===== src/rtl/sdram_dma_pkg.sv =====
// Shared definitions for the SDRAM AXI read-DMA: FSM state encoding,
// AXI constants, width constants and the 4 KB boundary helper.
package sdram_dma_pkg;

  typedef logic [1:0] state_t;

  localparam state_t ST_IDLE  = 2'd0;
  localparam state_t ST_REQ   = 2'd1;
  localparam state_t ST_DRAIN = 2'd2;
  localparam state_t ST_DONE  = 2'd3;

  localparam logic [1:0]  AXI_BURST_INCR = 2'b01;
  localparam logic [11:0] AXI_4K_MASK    = 12'hFFF;

  localparam int ADDR_W  = 32;
  localparam int DATA_W  = 32;
  localparam int WORDS_W = 24;
  localparam int LEN_W   = 8;
  localparam int ID_W    = 4;

  // Number of 32-bit words from a word-aligned address up to the next 4 KB page (1..1024).
  function automatic logic [10:0] words_to_4k(input logic [ADDR_W-1:0] addr);
    logic [12:0] bytes_left;
    bytes_left = 13'h1000 - {1'b0, addr[11:0] & AXI_4K_MASK};
    return bytes_left[12:2];
  endfunction

endpackage


===== src/rtl/sdram_dma_fifo.sv =====
// Synchronous show-ahead FIFO used as the stream buffer of the read DMA.
// data_o shows the head word whenever the FIFO is non-empty and reads 0 otherwise.
module sdram_dma_fifo #(
  parameter int DEPTH = 64,
  parameter int WIDTH = 32
) (
  input  logic                     clk_i,
  input  logic                     rst_i,
  input  logic                     push_i,
  input  logic [WIDTH-1:0]         data_i,
  input  logic                     pop_i,
  output logic [WIDTH-1:0]         data_o,
  output logic [$clog2(DEPTH):0]   count_o,
  output logic                     empty_o,
  output logic                     full_o
);
  localparam int AW = $clog2(DEPTH);

  logic [WIDTH-1:0] mem [DEPTH];
  logic [AW-1:0]    wr_ptr;
  logic [AW-1:0]    rd_ptr;
  logic [AW:0]      count;
  logic             push_ok;
  logic             pop_ok;

  assign empty_o = (count == '0);
  assign full_o  = (count == (AW+1)'(DEPTH));
  assign push_ok = push_i && !full_o;
  assign pop_ok  = pop_i && !empty_o;
  assign count_o = count;
  assign data_o  = empty_o ? '0 : mem[rd_ptr];

  // Storage write; no reset needed since the pointers define validity.
  always_ff @(posedge clk_i) begin
    if (push_ok) mem[wr_ptr] <= data_i;
  end

  // Pointers and occupancy; pointers wrap naturally because DEPTH is a power of 2.
  always_ff @(posedge clk_i or posedge rst_i) begin
    if (rst_i) begin
      wr_ptr <= '0;
      rd_ptr <= '0;
      count  <= '0;
    end else begin
      if (push_ok) wr_ptr <= wr_ptr + AW'(1);
      if (pop_ok)  rd_ptr <= rd_ptr + AW'(1);
      case ({push_ok, pop_ok})
        2'b10:   count <= count + (AW+1)'(1);
        2'b01:   count <= count - (AW+1)'(1);
        default: count <= count;
      endcase
    end
  end

endmodule


===== src/rtl/sdram_axi_rd_dma.sv =====
// Read-DMA sequencer on the AXI4 AR/R channels of the SDRAM port.
// Fetches a linear block of words as INCR bursts (split at BURST_LEN and 4 KB pages)
// into a stream FIFO. A burst is requested only when all its beats already have FIFO
// space reserved, so R is never back-pressured while busy.
// Optional feature: define SDRAM_DMA_LOOP_EN to add loop_i (frame repeat from DRAIN).
// Handshake rule: a transfer on any channel happens on a rising clock edge where both
// valid and ready are high; valid payload stays stable until that edge.
module sdram_axi_rd_dma
  import sdram_dma_pkg::*;
#(
  parameter int         BURST_LEN  = 16,
  parameter int         FIFO_DEPTH = 64,
  parameter logic [3:0] AXI_ID     = 4'd0
) (
  input  logic        clk_i,
  input  logic        rst_i,
`ifdef SDRAM_DMA_LOOP_EN
  input  logic        loop_i,
`endif
  input  logic        start_i,
  input  logic [31:0] base_i,
  input  logic [23:0] words_i,
  output logic        busy_o,
  output logic        done_o,
  output logic        err_o,
  output logic        axi_arvalid_o,
  output logic [31:0] axi_araddr_o,
  output logic [3:0]  axi_arid_o,
  output logic [7:0]  axi_arlen_o,
  output logic [1:0]  axi_arburst_o,
  input  logic        axi_arready_i,
  input  logic        axi_rvalid_i,
  input  logic [31:0] axi_rdata_i,
  input  logic [1:0]  axi_rresp_i,
  input  logic [3:0]  axi_rid_i,
  input  logic        axi_rlast_i,
  output logic        axi_rready_o,
  output logic        m_valid_o,
  output logic [31:0] m_data_o,
  input  logic        m_ready_i
);
  localparam int CW = $clog2(FIFO_DEPTH) + 1;

  state_t              state;
  logic [ADDR_W-1:0]   addr;
  logic [WORDS_W-1:0]  rem;
  logic [CW-1:0]       outstanding;
  logic [CW-1:0]       out_next;
  logic [CW-1:0]       fifo_count;
  logic [CW-1:0]       credits;
  logic [10:0]         beats;
  logic [10:0]         to_4k;
  logic                credit_ok;
  logic                ar_hs;
  logic                r_push;
  logic                pop;
  logic                fifo_empty;
  logic                fifo_full;
  logic                err_q;
  logic                done_q;
  logic                unused_bits;
`ifdef SDRAM_DMA_LOOP_EN
  logic [ADDR_W-1:0]   base_q;
  logic [WORDS_W-1:0]  words_q;
`endif

  // rlast is deliberately not cross-checked; beat accounting uses the outstanding count.
  assign unused_bits = ^{axi_rlast_i, base_i[1:0], fifo_full};

  // Burst size: the smallest of the burst limit, remaining words and room left in the 4 KB page.
  always_comb begin
    to_4k = words_to_4k(addr);
    beats = 11'(BURST_LEN);
    if (rem < WORDS_W'(BURST_LEN)) beats = rem[10:0];
    if (to_4k < beats)             beats = to_4k;
  end

  // Credits never shrink while a request waits, so arvalid stays up until arready.
  assign credits   = CW'(FIFO_DEPTH) - fifo_count - outstanding;
  assign credit_ok = (16'(credits) >= 16'(beats));

  assign busy_o        = (state != ST_IDLE);
  assign axi_rready_o  = busy_o;
  assign axi_arvalid_o = (state == ST_REQ) && credit_ok;
  assign axi_araddr_o  = addr;
  assign axi_arlen_o   = (state == ST_REQ) ? 8'(beats - 11'd1) : 8'd0;
  assign axi_arid_o    = AXI_ID;
  assign axi_arburst_o = AXI_BURST_INCR;
  assign done_o        = done_q;
  assign err_o         = err_q;

  assign ar_hs  = axi_arvalid_o && axi_arready_i;
  assign r_push = axi_rvalid_i && axi_rready_o && (axi_rid_i == AXI_ID);
  assign pop    = m_valid_o && m_ready_i;

  // Outstanding beats: AR handshake adds, accepted R beat removes, both in the same cycle.
  always_comb begin
    out_next = outstanding;
    if (ar_hs)  out_next = out_next + CW'(beats);
    if (r_push) out_next = out_next - CW'(1);
  end

  // FSM, address generator, beat accounting, sticky error and done pulse.
  always_ff @(posedge clk_i or posedge rst_i) begin
    if (rst_i) begin
      state       <= ST_IDLE;
      addr        <= '0;
      rem         <= '0;
      outstanding <= '0;
      err_q       <= 1'b0;
      done_q      <= 1'b0;
`ifdef SDRAM_DMA_LOOP_EN
      base_q      <= '0;
      words_q     <= '0;
`endif
    end else begin
      outstanding <= out_next;
      done_q      <= ((state == ST_IDLE) && start_i && (words_i == '0)) ||
                     ((state == ST_DRAIN) && (outstanding == '0));
      if (r_push && (axi_rresp_i != 2'b00)) err_q <= 1'b1;
      case (state)
        ST_IDLE: begin
          if (start_i) begin
            addr  <= {base_i[31:2], 2'b00};
            rem   <= words_i;
            err_q <= 1'b0;
`ifdef SDRAM_DMA_LOOP_EN
            base_q  <= {base_i[31:2], 2'b00};
            words_q <= words_i;
`endif
            state <= (words_i == '0) ? ST_DONE : ST_REQ;
          end
        end
        ST_REQ: begin
          if (ar_hs) begin
            addr <= addr + ADDR_W'({beats, 2'b00});
            rem  <= rem - WORDS_W'(beats);
            if (rem == WORDS_W'(beats)) state <= ST_DRAIN;
          end
        end
        ST_DRAIN: begin
          if (outstanding == '0) begin
`ifdef SDRAM_DMA_LOOP_EN
            if (loop_i) begin
              addr  <= base_q;
              rem   <= words_q;
              state <= ST_REQ;
            end else begin
              state <= ST_DONE;
            end
`else
            state <= ST_DONE;
`endif
          end
        end
        default: state <= ST_IDLE;
      endcase
    end
  end

  sdram_dma_fifo #(
    .DEPTH (FIFO_DEPTH),
    .WIDTH (DATA_W)
  ) u_fifo (
    .clk_i   (clk_i),
    .rst_i   (rst_i),
    .push_i  (r_push),
    .data_i  (axi_rdata_i),
    .pop_i   (pop),
    .data_o  (m_data_o),
    .count_o (fifo_count),
    .empty_o (fifo_empty),
    .full_o  (fifo_full)
  );

  assign m_valid_o = !fifo_empty;

endmodule


===== config.mk =====
export PLATFORM = sky130hd
export DESIGN_NAME = sdram_axi_rd_dma
export DESIGN_NICKNAME = d
export VERILOG_FILES = /design/src/rtl/sdram_dma_pkg.sv /design/src/rtl/sdram_dma_fifo.sv /design/src/rtl/sdram_axi_rd_dma.sv
export SDC_FILE = /design/constraint.sdc
export NUM_CORES = 2
export LEC_CHECK = 0
export CAP_MARGIN = 25
export CORE_ASPECT_RATIO = 2
export CORE_UTILIZATION = 60
export CTS_CLUSTER_DIAMETER = 120
export DETAILED_ROUTE_END_ITERATION = 6
export HOLD_SLACK_MARGIN = 0.02
export PLACE_DENSITY = 0.83
export SKIP_LAST_GASP = 1
export SYNTH_ARGS = -nofsm -noshare
export SYNTH_HDL_FRONTEND = slang
export SYNTH_SLANG_ARGS = --single-unit

===== constraint.sdc =====
create_clock -name clk_i -period 8.9 [get_ports clk_i]
set_input_delay 1.78 -clock clk_i [delete_from_list [all_inputs] [get_ports clk_i]]
set_output_delay 1.78 -clock clk_i [all_outputs]
set_load 0.01 [all_outputs]

==> key figures <==
Outcome
  • Status: complete, no violations

Yosys
  • Cell Area, Synth: 85420 um2
  • Synth cell types: 82
  • FFs w/ async S/R, synth: 3.940%
  • Cells after Synth: 3926
  • Flops & latches, synth: 2132
  • Synth Area per Inst: 21.76 um2
  • Dominant synthesized flop cell: edfxtp_1
  • Synth Warn #: 0
  • Number of synthesized flops with an enable pin: 2048
  • Sequential cell area fraction in the yosys report: 74.46%

Final layout
  • Final Core Density: 67.84%
  • Most common cell after layout, fill and taps aside: edfxtp_1
  • Sequential cell area: 63620 um2
  • Nets: 4374
  • Final cell count without fillers: 6210
  • Share of post-route cells with drive strength above 1: 27.08%
  • Area added between synthesis and finish: 12.19%
  • Most frequent cells in the layout: 2048 x edfxtp_1, 672 x mux4_2, 174 x clkbuf_16, 141 x clkdlybuf4s50_1, 94 x buf_4
  • Fill cells: 7861
  • Design area: 95840 um2
  • Multi-input logic area: 21300 um2

STA
  • Relative slew slack: 26.28%
  • Setup violations, final: 0
  • Fin Setup TNS: 0 ns
  • RSZ-0062 raised after global routing: false
  • Clk_skew: 0.04572 ns
  • Worst slew pin tran: 1.106 ns
  • Final Hold Fails: 0
  • Minimum clock period: 8.615 ns
  • Count of final max-slew check failures: 0
  • Worst hold slack: 0.4974 ns
  • Fmax: 116.1 MHz
  • Setup WS post-layout: 0.2851 ns
  • Final worst path period share: 96.80%

Setup path
  • Reg2reg start: rem[16]
  • Reg-to-reg endpoint: outstanding[6]
  • Worst path arrival time: 6.83 ns
  • Critical path endpoint category: output pin
  • Critical Path End: axi_arvalid_o
  • Cell count along the critical path: 19
  • Critical setup path kind: register to output pin
  • Worst EP required: 7.12 ns
  • Critical Path Start: rem[16]
  • Crit path max-delay cell type: or4_4
  • Delay of the slowest critical-path stage: 0.61 ns
  • Critical path fanouts, max: 8
  • Crit-path leading delay family: simple AND/OR/NAND/NOR gates
  • CP cell instances: or4_4 -> or4_4 -> nor2_2 -> nand2_1 -> ha_1 -> o21ai_0 -> a2111oi_4 -> and2_0 -> o21ai_2 -> nor2_1 -> a21oi_1 -> inv_1 -> ha_1 -> nand2b_1 -> or2_2 -> a41o_1 -> a221o_1 -> and4_1 -> clkdlybuf4s50_1
  • CP startpoint kind: register
  • Reg2reg path depth: 27
  • Worst path bufs/invs: 2
  • R2r setup slk: 1.71 ns

CTS
  • Clock Tree Buf Depth: 4
  • CTS Hold Bufs: 0
  • Skew-Pair Late Insertion Delay: 0.82 ns
  • CTS sink cnt: 2132
  • Clk slew on worst S/H paths: 0.07 ns
  • H-tree Lvls: 4
  • CTS tree: built
  • Clock buffer count from CTS: 172
  • Root Driver: clkbuf_16

Worst hold path
  • Hold crit path type: register to register

Placed design
  • Dpl ws: 0.8999 ns
  • Number of port buffers: 173
  • Area after DPL: 90020 um2
  • Gpl congestion: 0.9432
  • DP HPWL: 136300 um
  • Placed instance count: 5876

Detailed routing
  • Drc violations: 0
  • Iter 0 DRT Violations: 6769
  • Final WL: 254400 um
  • Vias per cell: 7.433
  • Via count: 46156
  • Final ANT Viol Nets: 0
  • Routed WL per cell: 40.97 um
  • DRT Pass-1 Iters: 6

Job
  • Max Cap Viol: 0

Global routing
  • Residual overflow from global routing: 0
  • Vias in the first global route: 46592
  • Pin count of the biggest net entering global routing: 118
  • GRT Util Overall: 36.11%
  • First-pass GRT wire length: 353100 um
  • Initial antenna violation count: 25

Power and ir drop
  • Pwr/cell area: 321.5 nW/um2
  • Maximum vdd drop: 0.3171 mV
  • Power Total: 30.81 mW
  • Leak: 30.20 nW

Floorplanning
  • Die Wd: 268.8 um
  • Placement row count: 195
  • Die ar.: 144000 um2
  • Die H: 535.6 um
  • Num ports: 185
  • Starting Density: 60.47%
  • Core Box Area: 141300 um2
## area by class of cell
class,instances,area share [%]
inverters,59,0.2324
flip-flops and latches,2132,66.38
diodes,14,0.03656
repair buffers,304,3.120
well taps,1871,2.443
clock buffers,211,4.709
clock inverters,85,0.8499
multi-input cells,1534,22.23
## cell families (layout without fill, tap and decap cells)
| logic type | Yosys count | after routing | share of synthesized area (%) |
|---|---|---|---|
| XOR/XNOR | 62 | 62 | 0.6357 |
| AND/OR/NAND/NOR | 437 | 437 | 2.574 |
| AO/OA/AOI/OAI | 252 | 252 | 1.976 |
| multiplexers | 697 | 697 | 18.01 |
| adder cells (fa/ha/maj) | 72 | 72 | 1.077 |
| flip-flops | 2132 | 2132 | 74.46 |
| buffers and inverters | 272 | 659 | 1.260 |
| other | 2 | 28 | 0.008792 |
## synth_stat cells (8+ instances only)
cell type | instances | area, um2
edfxtp_1 | 2048 | 61500
mux4_2 | 672 | 15130
clkbuf_1 | 135 | 506.7
nor2_1 | 131 | 491.7
nand2_1 | 85 | 319.1
dfrtp_1 | 84 | 2102
a21oi_1 | 72 | 360.4
ha_1 | 67 | 838.3
buf_1 | 59 | 221.5
inv_1 | 57 | 214.0
xnor2_1 | 47 | 411.6
o21ai_0 | 46 | 230.2
nor2b_1 | 41 | 256.5
nand3_1 | 35 | 175.2
nor3_1 | 27 | 135.1
mux2i_1 | 23 | 230.2
and3_1 | 21 | 131.4
nand4_1 | 20 | 125.1
a21o_1 | 16 | 120.1
a31oi_1 | 15 | 93.84
xor2_1 | 15 | 131.4
nor4_1 | 13 | 81.33
or3_1 | 11 | 68.82
and4_1 | 10 | 87.58
buf_4 | 10 | 75.07
o22ai_1 | 10 | 62.56
buf_2 | 8 | 40.04
o211ai_1 | 8 | 60.06
o21bai_1 | 8 | 60.06
## sequential cells by signal, summed over array words and instances (netlist names)
name and flops:
u_fifo.wr_ptr 6, done_o 1, u_fifo.count_o 7, err_o 1, rem 24, outstanding 7, u_fifo.rd_ptr 6, axi_araddr_o 30
u_fifo.mem 2048, state 2
## worst min path at each step
stage / startpoint / end / slack (ns) / cells after the start
after floorplan: u_fifo.wr_ptr[2] / u_fifo.wr_ptr[2] / 0.46 / 1
after detailed placement: err_o / err_o / 0.49 / 1
after global routing: err_o / err_o / 0.53 / 1
after CTS: err_o / err_o / 0.50 / 1
after global placement: u_fifo.wr_ptr[2] / u_fifo.wr_ptr[2] / 0.47 / 1
final: err_o / err_o / 0.50 / 1
## metal layers
metal | global-route usage, % | share of wire, %
met1 | 41.01 | 30
met2 | 58.54 | 49
met3 | 8.682 | 11
met4 | 28.52 | 9.7
met5 | 0 | 0.039
## what timing repair did
action,in CTS,in global routing
setup endpoints to repair,0,4
buffers inserted,0,1
resized for setup,0,2
## power breakdown
part           switching, mW  internal [mW]
clock                   3.58           4.03
sequential             0.464           11.2
combinational           6.25           5.32
total                   10.3           20.5
Power figures use the tool's default switching activity.
